[src/rtl/sensor_frontend_pkg.sv]
// Shared constants for the sensor front end: ranging FSM encodings,
// default timing for a 50 MHz clk, and a small width helper.
package sensor_frontend_pkg;

    // Ranging FSM state encodings
    localparam logic [1:0] ST_TRIG      = 2'd0;
    localparam logic [1:0] ST_WAIT_RISE = 2'd1;
    localparam logic [1:0] ST_MEASURE   = 2'd2;
    localparam logic [1:0] ST_HOLDOFF   = 2'd3;

    localparam int unsigned CLK_HZ = 50_000_000;

    localparam int unsigned DEF_TRIG_CYCLES       = CLK_HZ / 100_000;     // 10 us
    localparam int unsigned DEF_PERIOD_CYCLES     = (CLK_HZ / 1000) * 60; // 60 ms
    localparam int unsigned DEF_ECHO_TIMEOUT      = (CLK_HZ / 1000) * 30; // 30 ms
    localparam int unsigned DEF_NEAR_CYCLES       = 87_000;               // ~30 cm round trip
    localparam int unsigned DEF_DEBOUNCE_CYCLES   = CLK_HZ / 100;         // 10 ms
    localparam int unsigned DEF_SOUND_HOLD_CYCLES = CLK_HZ / 2;           // 0.5 s

    function automatic int unsigned max_u(input int unsigned a, input int unsigned b);
        return (a > b) ? a : b;
    endfunction

endpackage

[src/rtl/sensor_frontend_sync_debounce.sv]
// 2-FF synchronizer followed by a debounce counter. The output only takes a
// new level after the synchronized input has held it for DEBOUNCE_CYCLES.
module sensor_frontend_sync_debounce
    import sensor_frontend_pkg::*;
#(
    parameter int unsigned DEBOUNCE_CYCLES = DEF_DEBOUNCE_CYCLES
) (
    input  logic clk,
    input  logic rst_n,
    input  logic in_raw,
    output logic out_level
);

    localparam int unsigned   CW      = $clog2(DEBOUNCE_CYCLES + 1);
    localparam logic [CW-1:0] DB_LAST = CW'(DEBOUNCE_CYCLES - 1);

    logic          sync1_q, sync2_q;
    logic          level_q, level_d;
    logic [CW-1:0] cnt_q, cnt_d;

    // For a 1-bit input, "differs from last sample" while a change is pending
    // is the same as "equals the current output", so that single compare
    // restarts the count on every bounce.
    always_comb begin
        cnt_d   = '0;
        level_d = level_q;
        if (sync2_q != level_q) begin
            if (cnt_q == DB_LAST) begin
                level_d = sync2_q;
            end else begin
                cnt_d = cnt_q + 1'b1;
            end
        end
    end

    // Synchronizer and debounce state
    always_ff @(posedge clk or negedge rst_n) begin
        if (!rst_n) begin
            sync1_q <= 1'b0;
            sync2_q <= 1'b0;
            level_q <= 1'b0;
            cnt_q   <= '0;
        end else begin
            sync1_q <= in_raw;
            sync2_q <= sync1_q;
            level_q <= level_d;
            cnt_q   <= cnt_d;
        end
    end

    assign out_level = level_q;

endmodule

[src/rtl/sensor_frontend.sv]
// Sensor front end: ultrasonic ranging FSM, stretched sound flag and
// debounced alcohol flag, all registered for the LED/relay controller.
//
// state     | meaning
// ----------+-----------------------------------------------------------
// TRIG      | trig high for TRIG_CYCLES
// WAIT_RISE | wait for synchronized echo 0->1, timeout gives far
// MEASURE   | count echo high width, fall or timeout gives the result
// HOLDOFF   | echo ignored until the period counter wraps
module sensor_frontend
    import sensor_frontend_pkg::*;
#(
    parameter int unsigned TRIG_CYCLES       = DEF_TRIG_CYCLES,
    parameter int unsigned PERIOD_CYCLES     = DEF_PERIOD_CYCLES,
    parameter int unsigned ECHO_TIMEOUT      = DEF_ECHO_TIMEOUT,
    parameter int unsigned NEAR_CYCLES       = DEF_NEAR_CYCLES,
    parameter int unsigned DEBOUNCE_CYCLES   = DEF_DEBOUNCE_CYCLES,
    parameter int unsigned SOUND_HOLD_CYCLES = DEF_SOUND_HOLD_CYCLES
) (
    input  logic clk,
    input  logic rst_n,
    input  logic echo,
    input  logic sonido_raw,
    input  logic alcohol_raw,
    output logic trig,
    output logic senal_distancia,
    output logic senal_sonido,
    output logic senal_alcohol,
    output logic dist_valid
);

    localparam int unsigned CW = $clog2(max_u(max_u(TRIG_CYCLES, ECHO_TIMEOUT), NEAR_CYCLES) + 1);
    localparam int unsigned PW = (PERIOD_CYCLES > 1) ? $clog2(PERIOD_CYCLES) : 1;
    localparam int unsigned HW = $clog2(SOUND_HOLD_CYCLES + 1);

    localparam logic [CW-1:0] TRIG_C    = CW'(TRIG_CYCLES);
    localparam logic [CW-1:0] WAIT_LAST = CW'(ECHO_TIMEOUT - 1);
    localparam logic [CW:0]   NEAR_W    = (CW+1)'(NEAR_CYCLES);
    localparam logic [CW:0]   MEAS_LAST = (CW+1)'(ECHO_TIMEOUT - 1);
    localparam logic [PW-1:0] PER_LAST  = PW'(PERIOD_CYCLES - 1);
    localparam logic [HW-1:0] HOLD_C    = HW'(SOUND_HOLD_CYCLES);

    logic          echo_s1_q, echo_s2_q, echo_prev_q;
    logic [1:0]    state_q, state_d;
    logic [CW-1:0] cnt_q, cnt_d;
    logic [PW-1:0] per_q, per_d;
    logic          trig_q, trig_d;
    logic          dist_q, dist_d;
    logic          valid_q, valid_d;
    logic          snd_db, snd_prev_q, sonido_q, sonido_d;
    logic [HW-1:0] hold_q, hold_d;
    logic          alc_db;
    logic          echo_rise, per_wrap;
    logic [CW:0]   width_c;

    sensor_frontend_sync_debounce #(.DEBOUNCE_CYCLES(DEBOUNCE_CYCLES)) u_snd_db (
        .clk(clk), .rst_n(rst_n), .in_raw(sonido_raw), .out_level(snd_db)
    );

    sensor_frontend_sync_debounce #(.DEBOUNCE_CYCLES(DEBOUNCE_CYCLES)) u_alc_db (
        .clk(clk), .rst_n(rst_n), .in_raw(alcohol_raw), .out_level(alc_db)
    );

    assign echo_rise = echo_s2_q & ~echo_prev_q;
    assign per_wrap  = (per_q == PER_LAST);
    // Echo width including the cycle on which the rise was detected.
    assign width_c   = {1'b0, cnt_q} + 1'b1;

    // Ranging FSM next state, trigger, and distance result
    always_comb begin
        state_d = state_q;
        cnt_d   = cnt_q;
        trig_d  = 1'b0;
        dist_d  = dist_q;
        valid_d = 1'b0;
        per_d   = per_wrap ? '0 : per_q + 1'b1;
        case (state_q)
            ST_TRIG: begin
                if (cnt_q == TRIG_C) begin
                    state_d = ST_WAIT_RISE;
                    cnt_d   = '0;
                end else begin
                    cnt_d  = cnt_q + 1'b1;
                    trig_d = 1'b1;
                end
            end
            ST_WAIT_RISE: begin
                if (echo_rise) begin
                    state_d = ST_MEASURE;
                    cnt_d   = '0;
                end else if (cnt_q == WAIT_LAST) begin
                    state_d = ST_HOLDOFF;
                    dist_d  = 1'b0;
                    valid_d = 1'b1;
                end else begin
                    cnt_d = cnt_q + 1'b1;
                end
            end
            ST_MEASURE: begin
                if (!echo_s2_q) begin
                    state_d = ST_HOLDOFF;
                    dist_d  = (width_c < NEAR_W);
                    valid_d = 1'b1;
                end else if (width_c == MEAS_LAST) begin
                    state_d = ST_HOLDOFF;
                    dist_d  = 1'b0;
                    valid_d = 1'b1;
                end else begin
                    cnt_d = cnt_q + 1'b1;
                end
            end
            ST_HOLDOFF: begin
            end
            default: state_d = ST_TRIG;
        endcase
        // A wrap with a measurement still open only happens with inconsistent
        // parameters; report far so the controller never sees a stale result.
        if (per_wrap) begin
            if ((state_q == ST_WAIT_RISE || state_q == ST_MEASURE) && state_d != ST_HOLDOFF) begin
                dist_d  = 1'b0;
                valid_d = 1'b1;
            end
            state_d = ST_TRIG;
            cnt_d   = '0;
            trig_d  = 1'b0;
        end
    end

    // Sound stretch: a rise (re)loads the hold, a low level drains it
    always_comb begin
        hold_d   = hold_q;
        sonido_d = sonido_q;
        if (snd_db && !snd_prev_q) begin
            hold_d   = HOLD_C;
            sonido_d = 1'b1;
        end else if (!snd_db && hold_q != '0) begin
            hold_d   = hold_q - 1'b1;
            sonido_d = (hold_q != HW'(1));
        end
    end

    // Registered state for echo sync, ranging, and sound hold
    always_ff @(posedge clk or negedge rst_n) begin
        if (!rst_n) begin
            echo_s1_q   <= 1'b0;
            echo_s2_q   <= 1'b0;
            echo_prev_q <= 1'b0;
            state_q     <= ST_TRIG;
            cnt_q       <= '0;
            per_q       <= '0;
            trig_q      <= 1'b0;
            dist_q      <= 1'b0;
            valid_q     <= 1'b0;
            snd_prev_q  <= 1'b0;
            hold_q      <= '0;
            sonido_q    <= 1'b0;
        end else begin
            echo_s1_q   <= echo;
            echo_s2_q   <= echo_s1_q;
            echo_prev_q <= echo_s2_q;
            state_q     <= state_d;
            cnt_q       <= cnt_d;
            per_q       <= per_d;
            trig_q      <= trig_d;
            dist_q      <= dist_d;
            valid_q     <= valid_d;
            snd_prev_q  <= snd_db;
            hold_q      <= hold_d;
            sonido_q    <= sonido_d;
        end
    end

    assign trig            = trig_q;
    assign senal_distancia = dist_q;
    assign dist_valid      = valid_q;
    assign senal_sonido    = sonido_q;
    assign senal_alcohol   = alc_db;

endmodule

[config.mk]
export PLATFORM = sky130hd
export DESIGN_NAME = sensor_frontend
export DESIGN_NICKNAME = d
export VERILOG_FILES = /design/src/rtl/sensor_frontend_pkg.sv /design/src/rtl/sensor_frontend_sync_debounce.sv /design/src/rtl/sensor_frontend.sv
export SDC_FILE = /design/constraint.sdc
export NUM_CORES = 1
export LEC_CHECK = 0
export CORE_AREA = 2 2 125 96
export CTS_BUF_LIST = sky130_fd_sc_hd__clkbuf_4 sky130_fd_sc_hd__clkbuf_8
export DETAILED_ROUTE_END_ITERATION = 6
export DIE_AREA = 0 0 127 98
export PLACE_DENSITY = 0.82
export SYNTH_ARGS = -nofsm -noshare
export SYNTH_HDL_FRONTEND = slang
export SYNTH_SLANG_ARGS = --single-unit
[constraint.sdc]
create_clock -name clk -period 3.97 [get_ports clk]
set_input_delay 0.397 -clock clk [delete_from_list [all_inputs] [get_ports clk]]
set_output_delay 0.397 -clock clk [all_outputs]
set_load 0.05 [all_outputs]
==> results of run 1 <==
[cell type report]
type,instances,share of cell area
multi-input combinational,533,0.469
sequential,122,0.425
clock buffer,22,0.0395
tap,144,0.0251
timing repair buffer,13,0.0185
clock inverter,8,0.0134
inverter,18,0.00941
[path summary, 6_finish.rpt]
path,endpoint,from,slack [ns]
max,cnt_q[13],cnt_q[2],0.27
min,u_snd_db.sync2_q,u_snd_db.sync1_q,0.35
max reg2reg,cnt_q[13],cnt_q[2],0.27
min reg2reg,u_snd_db.sync2_q,u_snd_db.sync1_q,0.35
max in group asynchronous,cnt_q[6],rst_n,2.74
min in group asynchronous,hold_q[23],rst_n,0.40
[routing by layer]
metal  share of wire  global-route usage
met1            0.46               0.314
met4           0.016              0.0913
met2            0.47               0.375
met3           0.049              0.0532
met5               0                   0
[logic make-up after synthesis]
| group | after synthesis |
|---|---|
| buffers and inverters | 47 |
| AOI/OAI and AO/OA | 112 |
| adders and majority gates | 13 |
| xor gates and xnor gates | 64 |
| muxes | 7 |
| DFF | 122 |
| and+or+nand+nor | 337 |
[per-stage QoR]
step | hold slack [ns] | setup WS [ns]
after floorplan | 0.101 | 1.10
after global placement | 0.296 | 0.551
final | 0.354 | 0.275
after CTS | 0.358 | 0.419
after global routing | 0.368 | 0.109
after detailed placement | 0.301 | 0.439
[registers in the layout, summed over array words and instances (netlist names), 2 cells and up]
| name | count |
|---|---|
| hold_q | 25 |
| per_q | 22 |
| cnt_q | 21 |
| u_alc_db.cnt_q | 19 |
| u_snd_db.cnt_q | 19 |
| state_q | 2 |
[Yosys cell counts (5+ instances only)]
master	n
a21o_1	7
a21oi_1	23
a22o_1	5
and3_1	17
and4_1	5
buf_2	9
clkbuf_1	16
dfrtp_1	122
ha_1	13
inv_1	18
mux2i_1	5
nand2_1	63
nand2b_1	9
nand3_1	39
nand4_1	12
nor2_1	90
nor3_1	15
nor4_1	14
nor4b_1	5
o21ai_0	27
o31ai_1	9
or2_2	5
or3_1	16
or4_1	14
xnor2_1	26
xor2_1	38
[repair_timing]
item	in CTS	in global routing
buffers inserted	0	0
hold buffers	1	0
endpoints found under the hold margin	19	0
[layout by cell type (no fill, tap or decap), types with 4 or more instances in the layout]
master and n:
and3_1 17, xor2_1 38, clkinv_2 4, nand2b_1 9, nor2b_1 4, ha_1 13, nand4_1 12, clkdlybuf4s50_1 8
dfrtp_1 122, o31a_1 4, xnor2_1 26, o21ai_0 27, nand3b_1 4, clkbuf_8 19, nor4b_1 5, or4_1 14
nor2_1 90, or2_2 5, nand3_1 39, a21o_1 7, a21oi_1 23, and4b_1 4, a211o_1 4, nor4_1 14
nor3_1 15, or3_1 16, and4_1 5, a22o_1 5, nand2_1 63, inv_1 18, mux2i_1 5, o31ai_1 9
[report_power, final]
part	internal [mW]	switching [mW]	total, mW
combinational	0.0125	0.0347	0.0472
clock	0.601	0.469	1.07
sequential	1.25	0.00692	1.26
total	1.87	0.510	2.38
==> metrics.csv, run 1 <==
metric,value,unit
syn_area,6620,µm²
path_cells,nand3_1 -> o21a_1 -> a2111oi_0 -> o2111ai_1 -> nor4_4 -> nor2_1 -> and3_1 -> a211o_1,
synth-seq-area-share,0.461,
hold_path_class,flip-flop to flip-flop,
cts-root-buf,clkbuf_8,
io_pins,10,
grt_usage,0.235,
fin_util,0.635,
synth_top_family_by_area,simple AND/OR/NAND/NOR gates,
hold_violations,0,
cts_max_level,4,
seq_area,3050,µm²
synthesis.nets,720,
antenna_found_initial,0,
final_nets,723,
finalSetupViolations,0,
grt.overflow.total,0,
cts_tree,built,
clock-sinks,122,
slowest_delay,0.71,ns
rsz0062_at_grt,false,
die_w,127,µm
worstSetupPathType,flip-flop to flip-flop,
crit_family,compound AO/OA/AOI/OAI gates,
ys_warn_count,0,
synth.area.mux_share,0.0110,
grt_pass1_vias,5164,
core,11300,µm²
dp_hpwl,9.43,mm
fmax,0.271,GHz
power,2.38,mW
syn_inst,702,
fill_cells,928,
synth_area_leaders,"dfrtp_1 46%, nor2_1 5.1%, xor2_1 5.0%",
fp.dieH,98,µm
synthFlopType,dfrtp_1,
vias_per_cell,6.16,
grt_pass1_wl,23.8,mm
yosys.area_share.simple,0.274,
synth_edf_count,0,
clock_skew,0.0119,ns
vias,5296,
maxSlewViolCount,0,
place.gp.congestion,1.01,
fin_setup_tns,0,ns
endpoint_kind,flip-flop,
yosys.area.top_type_share,0.461,
setup.worst_path.start_class,flip-flop,
clk-insertion-delay-late,0.43,ns
drt_iter0_markers,428,
synth_area_per_cell,9.43,µm²
p_per_area,331,nW/µm²
whs_path_depth,0,
synth_compound_area_frac,0.114,
synth-seq-cells,122,
cp.buffers_inverters,0,
cp.required,4.27,ns
outcome,"complete, no violations",
wl,13.7,mm
crit_path_max_fanout,14,
arrival,3.99,ns
grt_max_degree,104,
ctsResizeCount,0,
fin_cells,860,
io_buffer_count,9,
first_pass_iters,5,
synthAdderAreaFrac,0.0246,
numCtsBuffers,17,
async_reset_ff_frac,1.00,
multi_input_area,3370,µm²
fin_area,7180,µm²
r2r_cells,8,
synth-xor-area-share,0.0847,
drive_above_1_share,0.0740,
worst_pin_slew,0.947,ns
slew-limit-headroom,0.366,
path_clk_slew,0.07,ns
min_period,3.70,ns
dieArea,12400,µm²
dp_cells,829,
irDropWorstVdd,0.210,mV
insertedDiodeCount,0,
synth.distinct_cells,68,
rows,34,
path_depth,8,
p_leak,3.29,nW
syn2layout_area_growth,8.49,%
initial_utilization,0.585,
cpMaxStageDelayCell,a2111oi_0,
maxCapViolations,0,
avgRoutedWirePerCell,16.0,µm
drc,0,
synth_top_area_cell,dfrtp_1,
post-route-period-util,0.931,
postPlaceCellArea,6790,µm²
final_antenna_net_count,0,
cts_buffer_depth,2,
Power figures use the tool's default switching activity.
==> run 2: changes to the inputs <==
--- a/config.mk
+++ b/config.mk
@@ -5,11 +5,12 @@
 export SDC_FILE = /design/constraint.sdc
 export NUM_CORES = 1
 export LEC_CHECK = 0
-export CORE_AREA = 2 2 125 96
+export CORE_AREA = 2 2 109 111
 export CTS_BUF_LIST = sky130_fd_sc_hd__clkbuf_4 sky130_fd_sc_hd__clkbuf_8
 export DETAILED_ROUTE_END_ITERATION = 6
-export DIE_AREA = 0 0 127 98
-export PLACE_DENSITY = 0.82
+export DIE_AREA = 0 0 111 113
+export PLACE_DENSITY = 0.81
+export REMOVE_ABC_BUFFERS = 1
 export SYNTH_ARGS = -nofsm -noshare
 export SYNTH_HDL_FRONTEND = slang
 export SYNTH_SLANG_ARGS = --single-unit
==> metrics.csv, run 2 (synthesis results as in run 1) <==
metric,value,unit
cp.required,4.30,ns
ctsResizeCount,0,
crit_family,simple AND/OR/NAND/NOR gates,
endpoint_kind,flip-flop,
finalSetupViolations,0,
fin_cells,862,
cts-root-buf,clkbuf_8,
cp.buffers_inverters,0,
vias,5235,
rrSetupSlack,0.35,ns
top_layer,met4,
cpMaxStageDelayCell,nor4_1,
rows,39,
fin_setup_tns,0,ns
maxSlewViolCount,0,
wl,13.5,mm
syn2layout_area_growth,9.37,%
layout_commonest_cell,dfrtp_1,
top_register,hold_q,
slowest_delay,0.55,ns
whs,0.345,ns
wl_met3,740,µm
avgRoutedWirePerCell,15.7,µm
io_buffer_count,9,
cts_tree,built,
grt_max_degree,43,
p_per_area,349,nW/µm²
grt.overflow.total,0,
hold_path.startpoint,u_snd_db.sync1_q,
dieArea,12500,µm²
dp_hpwl,9.16,mm
fp.dieH,113,µm
final_antenna_net_count,0,
first_pass_iters,5,
drt_iter0_markers,331,
grt_pass1_vias,5257,
hold_path_class,flip-flop to flip-flop,
final_nets,724,
largest_reg_flops,25,
cts_buffer_depth,2,
crit_path_max_fanout,14,
drive_above_1_share,0.0779,
fin_ws,0.348,ns
die_w,111,µm
antenna_found_initial,0,
crit_start,cnt_q[1],
routed-wl-met2,6.43,mm
clock_skew,0.00980,ns
worst_pin_slew,0.938,ns
path_cells,ha_1 -> nand3_1 -> nor4_1 -> mux2i_1 -> o2111ai_1 -> nor4_4 -> nor2_1 -> and3_1 -> a221o_1,
slew-limit-headroom,0.372,
maxCapViolations,0,
rsz0062_at_grt,false,
drc,0,
outcome,"complete, no violations",
drt-met1-wl,6.10,mm
numCtsBuffers,17,
hold_buffers,1,
layout_common_cells,"122 x dfrtp_1, 90 x nor2_1, 63 x nand2_1, 39 x nand3_1, 38 x xor2_1",
clock-sinks,122,
worstSetupPathType,flip-flop to flip-flop,
irDropWorstVdd,0.391,mV
vias_per_cell,6.07,
fmax,0.276,GHz
place.gp.congestion,0.926,
arrival,3.95,ns
post-cts-setup-buffers,0,
clk-insertion-delay-late,0.44,ns
initial_utilization,0.587,
hold_violations,0,
grt_usage,0.234,
power,2.53,mW
core,11300,µm²
path_clk_slew,0.08,ns
io_pins,10,
min_period,3.62,ns
insertedDiodeCount,0,
dp_cells,829,
post-route-period-util,0.912,
p_leak,3.30,nW
setup.worst_path.start_class,flip-flop,
cts_max_level,4,
grt_pass1_wl,24.2,mm
dp_slack,0.447,ns
top_regs,"hold_q x25, per_q x22, cnt_q x21",
r2r_start,cnt_q[1],
[run 2: cell type report]
cell class	count	area [µm²]
Fill cell	921	4030
Multi-Input combinational cell	533	3370
Sequential cell	122	3050
Clock buffer	18	248
Clock inverter	14	198
Tap cell	143	179
Timing Repair Buffer	14	128
Inverter	18	67.6
[run 2: power by group]
part	internal, mW	leakage (nW)	switching, mW	total, mW
logic	0.0119	1.44	0.0349	0.0467
registers	1.25	1.65	0.00714	1.26
clock network	0.702	0.207	0.520	1.22
total	1.96	3.30	0.562	2.53
[run 2: path summary, 6_finish.rpt]
path                                      end  cells after the start
max in group asynchronous   u_alc_db.cnt_q[6]                      3
hold / removal               u_snd_db.sync2_q                      0
setup reg to reg                    cnt_q[14]                      9
min in group asynchronous  u_alc_db.cnt_q[14]                      2
setup / recovery                    cnt_q[14]                      9
hold reg to reg              u_snd_db.sync2_q                      0
[run 2: layer usage]
layer | GRT usage | up-vias
li1 | - | 2523
met5 | 0 | -
met4 | 0.0917 | 0
met2 | 0.383 | 144
met3 | 0.0520 | 25
met1 | 0.306 | 2543
[run 2: stage by stage]
step                      cell area, µm²   util
after detailed placement            6790  0.602
after global routing                7240  0.642
after global placement              6790  0.602
after floorplan                     6490      -
final                               7240  0.642
after CTS                           7240  0.642
==> run 3: changes to the inputs <==
--- a/config.mk
+++ b/config.mk
@@ -5,12 +5,15 @@
 export SDC_FILE = /design/constraint.sdc
 export NUM_CORES = 1
 export LEC_CHECK = 0
+export CAP_MARGIN = 15
 export CORE_AREA = 2 2 109 111
 export CTS_BUF_LIST = sky130_fd_sc_hd__clkbuf_4 sky130_fd_sc_hd__clkbuf_8
+export CTS_CLUSTER_DIAMETER = 30
 export DETAILED_ROUTE_END_ITERATION = 6
 export DIE_AREA = 0 0 111 113
 export PLACE_DENSITY = 0.81
 export REMOVE_ABC_BUFFERS = 1
+export SLEW_MARGIN = 25
 export SYNTH_ARGS = -nofsm -noshare
 export SYNTH_HDL_FRONTEND = slang
 export SYNTH_SLANG_ARGS = --single-unit
==> results of run 3 <==
The final DEF is identical to that of run 2; final timing and power are the same.
